## src/rtl/bin2bcd_pkg.sv

```systemverilog
// rtl/bin2bcd_pkg.sv - shared constants, state enum and blank-mask helper for bin2bcd_seq
package bin2bcd_pkg;

  localparam int WIDTH   = 20;
  localparam int NDIGITS = 6;
  localparam int CNT_W   = $clog2(WIDTH);

  localparam logic [WIDTH-1:0]     MAX_DEC     = WIDTH'(999_999);
  localparam logic [4*NDIGITS-1:0] OVF_PATTERN = 24'h999999;
  localparam logic [CNT_W-1:0]     CNT_LAST    = CNT_W'(WIDTH - 1);

  typedef enum logic [1:0] {
    IDLE,
    SHIFT,
    WAIT_LOW
  } state_e;

  // Bit i set when digit i and every digit above it are zero; units always shown.
  function automatic logic [NDIGITS-1:0] blank_mask(input logic [4*NDIGITS-1:0] bcd);
    logic [NDIGITS-1:0] m;
    logic               all_zero;
    m        = '0;
    all_zero = 1'b1;
    for (int i = NDIGITS - 1; i >= 1; i--) begin
      all_zero = all_zero && (bcd[4*i +: 4] == 4'd0);
      m[i]     = all_zero;
    end
    return m;
  endfunction

endpackage

```

## src/rtl/bin2bcd_if.sv

```systemverilog
// rtl/bin2bcd_if.sv - request/result bundle between upstream history buffer and bin2bcd_seq
interface bin2bcd_if;
  import bin2bcd_pkg::*;

  logic                   valid_i;
  logic [WIDTH-1:0]       bin_i;
  logic                   rdy_o;
  logic                   busy_o;
  logic [4*NDIGITS-1:0]   bcd_o;
  logic                   ovf_o;
  logic [NDIGITS-1:0]     blank_o;

  modport master (
    output valid_i, bin_i,
    input  rdy_o, busy_o, bcd_o, ovf_o, blank_o
  );

  modport slave (
    input  valid_i, bin_i,
    output rdy_o, busy_o, bcd_o, ovf_o, blank_o
  );

endinterface

```

## src/rtl/bcd_add3_digit.sv

```systemverilog
// rtl/bcd_add3_digit.sv - double-dabble correction for one BCD digit (+3 when >= 5)
module bcd_add3_digit (
  input  logic [3:0] din,
  output logic [3:0] dout
);

  assign dout = (din >= 4'd5) ? din + 4'd3 : din;

endmodule

```

## src/rtl/bin2bcd_seq.sv

```systemverilog
// rtl/bin2bcd_seq.sv - one-bit-per-cycle double-dabble binary to packed BCD converter
// Optional leading-zero blanking enabled by defining BIN2BCD_BLANK_EN.
module bin2bcd_seq
  import bin2bcd_pkg::*;
(
  input  logic      clk,
  input  logic      rst_n,
  input  logic      en,
  bin2bcd_if.slave  bus
);

  localparam int SW = 4 * NDIGITS;

  state_e               state_q, state_d;
  logic [CNT_W-1:0]     cnt_q, cnt_d;
  logic [WIDTH-1:0]     shift_q, shift_d;
  logic [SW-1:0]        scratch_q, scratch_d;
  logic                 ovf_flag_q, ovf_flag_d;
  logic                 rdy_q, rdy_d;
  logic                 busy_q, busy_d;
  logic [SW-1:0]        bcd_q, bcd_d;
  logic                 ovf_q, ovf_d;

  logic [SW-1:0]        corr;
  logic [SW-1:0]        scratch_sh;
  logic [WIDTH-1:0]     shift_sh;

  for (genvar g = 0; g < NDIGITS; g++) begin : g_add3
    bcd_add3_digit u_add3 (
      .din  (scratch_q[4*g +: 4]),
      .dout (corr[4*g +: 4])
    );
  end

  assign scratch_sh = {corr[SW-2:0], shift_q[WIDTH-1]};
  assign shift_sh   = {shift_q[WIDTH-2:0], 1'b0};

`ifdef BIN2BCD_BLANK_EN
  localparam logic [NDIGITS-1:0] BLANK_RST = {{(NDIGITS-1){1'b1}}, 1'b0};
  logic [NDIGITS-1:0] blank_q, blank_d;
`endif

  always_comb begin
    state_d    = state_q;
    cnt_d      = cnt_q;
    shift_d    = shift_q;
    scratch_d  = scratch_q;
    ovf_flag_d = ovf_flag_q;
    rdy_d      = rdy_q;
    busy_d     = busy_q;
    bcd_d      = bcd_q;
    ovf_d      = ovf_q;
`ifdef BIN2BCD_BLANK_EN
    blank_d    = blank_q;
`endif
    if (en) begin
      case (state_q)
        IDLE: begin
          if (bus.valid_i) begin
            shift_d    = bus.bin_i;
            scratch_d  = '0;
            cnt_d      = '0;
            ovf_flag_d = (bus.bin_i > MAX_DEC);
            busy_d     = 1'b1;
            state_d    = SHIFT;
          end
        end
        SHIFT: begin
          scratch_d  = scratch_sh;
          shift_d    = shift_sh;
          cnt_d      = cnt_q + 1'b1;
          // A carry out of the top digit can only come from an out-of-range input.
          ovf_flag_d = ovf_flag_q | corr[SW-1];
          if (cnt_q == CNT_LAST) begin
            bcd_d   = ovf_flag_d ? OVF_PATTERN : scratch_sh;
            ovf_d   = ovf_flag_d;
`ifdef BIN2BCD_BLANK_EN
            blank_d = ovf_flag_d ? '0 : blank_mask(scratch_sh);
`endif
            rdy_d   = 1'b1;
            state_d = WAIT_LOW;
          end
        end
        WAIT_LOW: begin
          rdy_d = 1'b0;
          if (!bus.valid_i) begin
            busy_d  = 1'b0;
            state_d = IDLE;
          end
        end
        default: state_d = IDLE;
      endcase
    end
  end

  always_ff @(posedge clk or negedge rst_n) begin
    if (!rst_n) begin
      state_q    <= IDLE;
      cnt_q      <= '0;
      shift_q    <= '0;
      scratch_q  <= '0;
      ovf_flag_q <= 1'b0;
      rdy_q      <= 1'b0;
      busy_q     <= 1'b0;
      bcd_q      <= '0;
      ovf_q      <= 1'b0;
`ifdef BIN2BCD_BLANK_EN
      blank_q    <= BLANK_RST;
`endif
    end else begin
      state_q    <= state_d;
      cnt_q      <= cnt_d;
      shift_q    <= shift_d;
      scratch_q  <= scratch_d;
      ovf_flag_q <= ovf_flag_d;
      rdy_q      <= rdy_d;
      busy_q     <= busy_d;
      bcd_q      <= bcd_d;
      ovf_q      <= ovf_d;
`ifdef BIN2BCD_BLANK_EN
      blank_q    <= blank_d;
`endif
    end
  end

  assign bus.rdy_o  = rdy_q;
  assign bus.busy_o = busy_q;
  assign bus.bcd_o  = bcd_q;
  assign bus.ovf_o  = ovf_q;
`ifdef BIN2BCD_BLANK_EN
  assign bus.blank_o = blank_q;
`else
  assign bus.blank_o = '0;
`endif

endmodule

```

## src/flat_wrapper.sv

```systemverilog
// flat-port wrapper written by rule: the top's interface ports become plain ports
module bin2bcd_seq_flat import bin2bcd_pkg::*;
  (clk, rst_n, en, bus_valid_i, bus_bin_i, bus_rdy_o, bus_busy_o, bus_bcd_o, bus_ovf_o, bus_blank_o);
  bin2bcd_if bus_i ();
  input  logic clk;
  input  logic rst_n;
  input  logic en;
  input wire logic [$bits(bus_i.valid_i)-1:0] bus_valid_i;
  input wire logic [$bits(bus_i.bin_i)-1:0] bus_bin_i;
  output wire logic [$bits(bus_i.rdy_o)-1:0] bus_rdy_o;
  output wire logic [$bits(bus_i.busy_o)-1:0] bus_busy_o;
  output wire logic [$bits(bus_i.bcd_o)-1:0] bus_bcd_o;
  output wire logic [$bits(bus_i.ovf_o)-1:0] bus_ovf_o;
  output wire logic [$bits(bus_i.blank_o)-1:0] bus_blank_o;
  assign bus_i.valid_i = bus_valid_i;
  assign bus_i.bin_i = bus_bin_i;
  assign bus_rdy_o = bus_i.rdy_o;
  assign bus_busy_o = bus_i.busy_o;
  assign bus_bcd_o = bus_i.bcd_o;
  assign bus_ovf_o = bus_i.ovf_o;
  assign bus_blank_o = bus_i.blank_o;
  bin2bcd_seq u_core (.clk(clk), .rst_n(rst_n), .en(en), .bus(bus_i));
endmodule
```

## config.mk

```make
export PLATFORM = sky130hd
export DESIGN_NAME = bin2bcd_seq_flat
export DESIGN_NICKNAME = d
export VERILOG_FILES = /design/src/rtl/bin2bcd_pkg.sv /design/src/rtl/bin2bcd_if.sv /design/src/rtl/bcd_add3_digit.sv /design/src/rtl/bin2bcd_seq.sv /design/src/flat_wrapper.sv
export SDC_FILE = /design/constraint.sdc
export NUM_CORES = 1
export LEC_CHECK = 0
export BUFFER_PORTS_ARGS = -buffer_cell sky130_fd_sc_hd__clkbuf_2
export CAP_MARGIN = 20
export CORE_UTILIZATION = 45
export DETAILED_ROUTE_END_ITERATION = 10
export HOLD_SLACK_MARGIN = 0.05
export PLACE_DENSITY = 0.74
export SKIP_CTS_REPAIR_TIMING = 1
export SLEW_MARGIN = 20
export SYNTH_ARGS = -nofsm -noshare
export SYNTH_HDL_FRONTEND = slang
export SYNTH_SLANG_ARGS = --single-unit
```

## constraint.sdc

```tcl
create_clock -name clk -period 1.9 [get_ports clk]
set_input_delay 0.285 -clock clk [delete_from_list [all_inputs] [get_ports clk]]
set_output_delay 0.285 -clock clk [all_outputs]
set_load 0.01 [all_outputs]
```

# After elaboration in Yosys (flattened, before gate mapping)
# Index checks and enable logic that the tools add are counted.
# word_totals
n_memories	0
ramBits	0
romBits	0
latchBits	0
out_inout_bits	33
regBits	79
wordCells	63
# classes
n_bitwise	1
n_reduce_logical	9
muxes	24
n_addsub	7
order_cmp	7
shift	0
div_mod_pow	0
multipliers	0
eq_ne	6
# op_table
operator	n
$mux W24	2
$pmux W24 S2	1
$pmux W20 S2	1
$add A4 B2 Y4 const B	6
$ge A4 B3 Y1 const B	6
$mux W4	6
$gt A20 B20 Y1 const B	1
$mux W20	1
$pmux W5 S2	1
$reduce_and A3 Y1	3
$reduce_and A4 Y1	2
$mux W2	3
$pmux W1 S2	3
$pmux W2 S3	1
$reduce_bool A2 Y1	3
$add A5 B1 Y5 const B	1
$eq A5 B5 Y1 const B	1
$mux W5	1
$mux W1	4
$ne A2 B2 Y1 const B	2
$eq A2 B1 Y1 const B	1
$eq A2 B2 Y1 const B	1
$logic_not A2 Y1	1
$ne A2 B1 Y1 const B	1
$or A1 B1 Y1	1

# Longest topological paths before layout
# Gate-level depths: netlist of run 1.
# logic_depth
word_depth	4
depth_mapped	7

# Modules after synthesis
# A second synthesis of run 1 with hierarchy kept.
# unflattened
cells_unflattened	411
hier_area_um2	4182.8
# by_module_without_submodules
mod	cells_per_inst	instances	area_per_inst_um2
bin2bcd_seq	315	1	3574.7
bcd_add3_digit	16	6	101.3

# Worst setup path after synthesis of run 1
# OpenSTA, ideal clock, no wires.
# synth_path
kind	flip-flop to flip-flop
startpoint	register u_core.scratch_q[20]
endpoint	register u_core.bcd_q[1] (netlist: u_core.bus.bcd_o[1])
path_buffers	1
path_slack_ns	0.145
setup_ns	0.067
path_stages_with_launch	8
arrival_ns	1.688
cell_sequence	dfrtp_1 -> inv_1 -> ha_1 -> and2b_1 -> nor3_2 -> a2111oi_2 -> buf_4 -> a32o_1
# synth_via
elab_chain_len	4
elab_cells_between_ends	5
classes_between	add/sub (1); order compare (1); mux (2); bitwise (1)
# synth_rtl
item	line_no	source
start, declared	bin2bcd_seq.sv:17	logic [SW-1:0] scratch_q, scratch_d;
start signal, assigned	bin2bcd_seq.sv:114	scratch_q <= scratch_d;
$add A4 B2 Y4 or $ge A4 B3 Y1 (tied branches)	bcd_add3_digit.sv:7	assign dout = (din >= 4'd5) ? din + 4'd3 : din;
$mux W4 *	bcd_add3_digit.sv:7	
$or A1 B1 Y1 *	bin2bcd_seq.sv:73	ovf_flag_d = ovf_flag_q | corr[SW-1];
$mux W24 *	bin2bcd_seq.sv:75	bcd_d = ovf_flag_d ? OVF_PATTERN : scratch_sh;
end signal, assigned	bin2bcd_seq.sv:105	bcd_q <= '0;
end signal, assigned	bin2bcd_seq.sv:118	bcd_q <= bcd_d;
end, declared	bin2bcd_seq.sv:21	logic [SW-1:0] bcd_q, bcd_d;
# Mark *: on every way between the ends. The rest lies on a longest branch, timed or not.
# A chain may end at the register's enable or synchronous reset.

# Worst setup path after layout of run 1
# layout_path
startpoint	register u_core.scratch_q[20]
endpoint	register u_core.bcd_q[17] (netlist: u_core.bus.bcd_o[17])
# The elaborated chain is that of the path after synthesis.

==> impl_metrics.py, run 1 <==
metrics = {
    "run_status": {
        "status": "finished clean",
    },
    "min_path": {
        "min_path_type": "input port to register",
        "holdPathEnd": "u_core.shift_q[0]",
        "holdCritStartpoint": "bus_bin_i[0]",
        "min_delay_path_depth": 2,
    },
    "clocking": {
        "cts_made_buffers": 9,
        "numClockSinks": 79,
        "clock_path_buffers": 2,
        "cts-root-buf": "clkbuf_8",
        "cts_tree": "yes",
        "clock_latency_ps": 360,
        "clk_pin_slew_ps": 90,
        "htreeDepth": 3,
    },
    "pwr": {
        "p_total_mw": 6.75,
        "p_leak_nw": 2.29,
        "p_per_area_mw_per_mm2": 1470,
        "peakVddDrop_mv": 0.665,
    },
    "critical_path": {
        "regToRegEndpoint": "u_core.bus.bcd_o[17]",
        "reg2regPathDepth": 7,
        "slowest_delay_ps": 440,
        "cp_max_fo": 6,
        "cp_cell_sequence": "inv_1 -> ha_2 -> and2b_1 -> nor3_2 -> a2111oi_2 -> buf_4 -> a32o_1",
        "path_depth": 7,
        "worstPathRequired_ps": 2190,
        "crit_buf_inv": 2,
        "cp-start-kind": "register",
        "worstSetupPathType": "register to register",
        "timing.rr.start": "u_core.scratch_q[20]",
        "worstPathArrival_ps": 2070,
        "critPathCaptureType": "register",
        "crit_path_top_delay_cell": "dfrtp_1",
        "critPathTopFamily": "compound AO/OA/AOI/OAI gates",
        "reg2reg_setup_slack_ps": 120,
    },
    "finish": {
        "diodes": 0,
        "layout.nets": 464,
        "multi_input_area_mm2": 0.00172,
        "synthToLayoutAreaGrowth_pct": 16.4,
        "register_area_mm2": 0.00198,
        "layout-drive-gt1-share": 0.211,
        "fill_cells": 733,
    },
    "synth": {
        "avgSynthCellArea_um2": 10.7,
        "synth-edff-count": 0,
        "ys_ff_latch": 79,
        "yosys.area.top_type": "dfrtp_1",
        "synthDistinctLibCells": 47,
        "yosysMostFrequentCell": "dfrtp_1",
        "synthArstFlopShare": 1.00,
        "yosys_warnings": 0,
        "netlist_instances": 369,
        "synth_top_area_share": 0.503,
        "synth_area_mm2": 0.00393,
        "synth.area.top_cells": "dfrtp_1, ha_1, mux2i_1, a22o_1, a32o_1",
        "synth_seq_area_share": 0.503,
        "ys_top_cells_by_count": "dfrtp_1, inv_1, nor2_1, o21ai_0, nand2_1",
        "synth_top_flop_cell": "dfrtp_1",
    },
    "global_route": {
        "grtUsageTotal": 0.204,
        "grt_overflow_total": 0,
        "grt.busiest_layer": "met2",
        "grt_pass1_wl_um": 14200,
        "grt_pass1_vias": 2972,
        "antenna_found_initial": 0,
        "grtUsageMet1": 0.262,
        "grt_max_degree": 34,
        "grtUsageMet2": 0.342,
        "grtUsageMet3": 0.0447,
    },
    "route": {
        "wl_um": 8450,
        "dr.pass1.iters": 5,
        "drt_iter0_drc": 209,
        "route.detailed.drc": 0,
        "ant_nets": 0,
        "wl_per_cell_um": 15.7,
        "vias": 3064,
        "vias_per_cell": 5.71,
    },
    "sta": {
        "setup_tns_ps": 0,
        "fin_skew_ps": 13.3,
        "period_needed_ps": 1780,
        "rsz0062_at_grt": "false",
        "drv_slew": 0,
        "hold_viol": 0,
        "fin_crit_sh": 0.935,
        "max_freq_mhz": 563,
        "setup_viol": 0,
    },
    "die": {
        "start_util": 0.472,
        "die_y_um": 95.5,
        "fp.dieW_um": 95.5,
        "row_count": 33,
        "ios": 57,
        "dieArea_mm2": 0.00912,
        "core_mm2": 0.00834,
    },
    "placed_design": {
        "dpl.hpwl_um": 5690,
        "port_buffers": 50,
        "globalplace.congestion": 0.852,
    },
    "flow_run": {
        "maxCapViolCount": 0,
    },
}
[cells in the final DEF (no fill, tap or decap), types with 9 or more instances in the layout]
master     n
dfrtp_1   79
clkbuf_2  49
inv_1     25
nor2_1    22
o21ai_0   22
nand2_1   21
a21oi_1   20
a22o_1    14
mux2i_1   14
buf_4     13
a31oi_1   12
a32o_1    12
ha_1      12
nand2b_1  11
nor3b_1   11
a222oi_1  10
clkbuf_8  10
xnor2_1    9
[power by group]
| group | switching (mW) | leakage, nW | internal [mW] |
|---|---|---|---|
| combinational | 1.33 | 1.14 | 1.19 |
| sequential | 0.551 | 1.02 | 2.27 |
| clock | 0.624 | 0.117 | 0.782 |
| total | 2.51 | 2.29 | 4.25 |
[worst max path at each step]
stage	startpoint	end	slack [ps]
2_1_floorplan	u_core.scratch_q[20]	u_core.bus.bcd_o[1]	140
3_5_place_dp	u_core.scratch_q[20]	u_core.bus.bcd_o[9]	70
6_report	u_core.scratch_q[20]	u_core.bus.bcd_o[17]	120
5_1_grt	u_core.scratch_q[20]	u_core.bus.bcd_o[17]	30
4_1_cts	u_core.scratch_q[20]	u_core.bus.bcd_o[9]	30
3_3_place_gp	u_core.scratch_q[20]	u_core.bus.bcd_o[1]	140
[metrics by stage]
| step | worst slack [ps] | area [um2] | instances | utilization | hold WS [ps] |
|---|---|---|---|---|---|
| floorplan | 145 | 3950 | 374 | - | -10.6 |
| global placement | 140 | 4330 | 519 | 0.519 | 261 |
| detailed placement | 65.2 | 4330 | 519 | 0.519 | 265 |
| CTS | 30.2 | 4560 | 535 | 0.547 | -127 |
| global route | 33.4 | 4580 | 537 | 0.549 | 147 |
| finish | 124 | 4580 | 537 | 0.549 | 157 |
[worst reg2reg max path, delay by kind of cell, from the launching register on]
family	cells	cell delay [ps]
compound gates	2	470
fa+ha+maj	1	230
buf+inv	2	340
simple gates	2	230
flops	1	440
[flip-flops by register name, indices dropped and copies added, names as in the netlist]
name,count
u_core.bus.bcd_o,24
u_core.scratch_q,24
u_core.shift_q,20
u_core.cnt_q,5
u_core.state_q,2
u_core.bus.busy_o,1
u_core.bus.ovf_o,1
u_core.bus.rdy_o,1
u_core.ovf_flag_q,1
[cells by family after synthesis]
family,synth area share
AO/OA/AOI/OAI,0.205
other,0.000953
flip-flops,0.503
multiplexers,0.0385
adder cells (fa/ha/maj),0.0413
buffers and inverters,0.0665
XOR/XNOR,0.0200
AND/OR/NAND/NOR,0.126
[area by class of cell]
cell class | instances | area share
tap | 105 | 0.0287
timing repair buffer | 67 | 0.0945
multi-input combinational | 245 | 0.375
clock inverter | 6 | 0.0199
inverter | 25 | 0.0205
sequential | 79 | 0.432
clock buffer | 10 | 0.0300
[metal layers]
layer  up-vias  routed length, um
li1       1454                  -
met1      1497               3740
met2        99               4100
met3        14                482
met4         0                129
met5         -                  0
Note: power is estimated with default switching activity, not from simulation.
==> inputs of run 2 (changes only) <==
--- a/config.mk
+++ b/config.mk
@@ -5,14 +5,15 @@
 export SDC_FILE = /design/constraint.sdc
 export NUM_CORES = 1
 export LEC_CHECK = 0
-export BUFFER_PORTS_ARGS = -buffer_cell sky130_fd_sc_hd__clkbuf_2
 export CAP_MARGIN = 20
 export CORE_UTILIZATION = 45
 export DETAILED_ROUTE_END_ITERATION = 10
+export DONT_BUFFER_PORTS = 1
 export HOLD_SLACK_MARGIN = 0.05
-export PLACE_DENSITY = 0.74
+export PLACE_DENSITY = 0.69
 export SKIP_CTS_REPAIR_TIMING = 1
 export SLEW_MARGIN = 20
 export SYNTH_ARGS = -nofsm -noshare
 export SYNTH_HDL_FRONTEND = slang
 export SYNTH_SLANG_ARGS = --single-unit
+export TNS_END_PERCENT = 20
==> impl_metrics.py, run 2 (same netlist as run 1, synthesis figures left out) <==
metrics = {
    "critical_path": {
        "cp_max_fo": 6,
        "reg2reg_setup_slack_ps": 90,
        "crit_path_end": "u_core.bus.bcd_o[21]",
        "critPathCaptureType": "register",
        "crit_path_top_delay_cell": "dfrtp_2",
        "timing.rr.start": "u_core.scratch_q[20]",
        "regToRegEndpoint": "u_core.bus.bcd_o[21]",
        "crit_buf_inv": 2,
        "cp_cell_sequence": "inv_1 -> ha_4 -> and2b_1 -> nor3_2 -> a2111oi_4 -> buf_4 -> a32o_1",
        "slowest_delay_ps": 450,
        "critPathTopFamily": "compound AO/OA/AOI/OAI gates",
        "worstSetupPathType": "register to register",
        "critPathLaunch": "u_core.scratch_q[20]",
        "cp-start-kind": "register",
        "path_depth": 7,
        "worstPathArrival_ps": 2100,
        "reg2regPathDepth": 7,
        "worstPathRequired_ps": 2200,
    },
    "die": {
        "dieArea_mm2": 0.00912,
        "start_util": 0.472,
        "core_mm2": 0.00834,
        "ios": 57,
        "row_count": 33,
        "die_y_um": 95.5,
        "fp.dieW_um": 95.5,
    },
    "sta": {
        "fin_skew_ps": 14.3,
        "holdWs_ps": -385,
        "hold_viol": 79,
        "setup_tns_ps": 0,
        "max_freq_mhz": 554,
        "drv_slew": 0,
        "period_needed_ps": 1810,
        "rsz0062_at_grt": "false",
        "fin_crit_sh": 0.950,
        "setup_viol": 0,
    },
    "clocking": {
        "htreeDepth": 3,
        "clk_pin_slew_ps": 80,
        "cts-root-buf": "clkbuf_8",
        "numClockSinks": 79,
        "cts_made_buffers": 9,
        "clock_latency_ps": 360,
        "clock_path_buffers": 2,
        "cts_tree": "yes",
    },
    "route": {
        "wl_um": 8080,
        "wl_per_cell_um": 16.6,
        "ant_nets": 0,
        "drt_iter0_drc": 181,
        "route.detailed.drc": 0,
        "vias": 2853,
        "dr.pass1.iters": 5,
        "vias_per_cell": 5.87,
    },
    "min_path": {
        "min_path_type": "input port to async pin",
    },
    "finish": {
        "layout.nets": 413,
        "diodes": 0,
        "final_common_cell": "dfrtp_1",
        "layout-drive-gt1-share": 0.0997,
        "utilization": 0.518,
        "fill_cells": 729,
        "synthToLayoutAreaGrowth_pct": 9.80,
        "final_cell_mix": "dfrtp_1, inv_1, nor2_1, o21ai_0, nand2_1",
    },
    "global_route": {
        "grt_pass1_wl_um": 13200,
        "grt_max_degree": 80,
        "grt_overflow_total": 0,
        "grt_pass1_vias": 2743,
        "grtUsageTotal": 0.191,
        "antenna_found_initial": 0,
    },
    "placed_design": {
        "dpl.hpwl_um": 5360,
        "port_buffers": 0,
        "globalplace.congestion": 0.827,
    },
    "pwr": {
        "p_per_area_mw_per_mm2": 1510,
        "p_leak_nw": 2.05,
        "peakVddDrop_mv": 0.648,
        "p_total_mw": 6.52,
    },
    "run_status": {
        "status": "finished, violations left",
        "violations": "hold timing",
    },
    "flow_run": {
        "maxCapViolCount": 0,
    },
}
[run 2: worst min-delay path by stage]
stage	startpoint	endpoint	slack (ps)
floorplan	rst_n	u_core.bus.bcd_o[0]	-10
detailed placement	rst_n	u_core.scratch_q[15]	-9
CTS	rst_n	u_core.scratch_q[11]	-400
global placement	rst_n	u_core.scratch_q[15]	-9
global route	rst_n	u_core.scratch_q[15]	-410
finish	rst_n	u_core.scratch_q[15]	-390
[run 2: power by group]
part / total, mW / internal [mW] / switching (mW)
Sequential: 2.91 / 2.27 / 0.634
Clock: 1.36 / 0.743 / 0.620
Combinational: 2.25 / 1.09 / 1.16
[run 2: layout make-up]
class,count,area [um2],area share
clock inverter,5,82.6,0.0191
tap,105,131,0.0304
timing repair buffer,16,163,0.0377
multi-input combinational,245,1740,0.403
inverter,25,93.8,0.0217
clock buffer,11,131,0.0304
sequential,79,1980,0.458
[run 2: worst reg2reg max path, cell delays in order, from the launching register on]
cell	delay (ps)
dfrtp_2	450
inv_1	130
ha_4	170
and2b_1	160
nor3_2	70
a2111oi_4	370
buf_4	220
a32o_1	170
[run 2: per-stage QoR]
step	cells	worst slack [ps]	hold WS [ps]	area, um2
global placement	466	146	-8.74	4040
finish	486	94.8	-385	4320
CTS	482	42.6	-401	4260
detailed placement	466	48.5	-8.79	4040
floorplan	374	145	-10.6	3950
global route	486	3.47	-411	4320
[run 2: metal layers]
metal	vias to the layer above	routed length, um	GRT usage
met5	-	0	0
met4	0	99	0.0547
met3	13	560	0.0702
met2	87	3870	0.313
met1	1402	3550	0.237
li1	1351	-	-
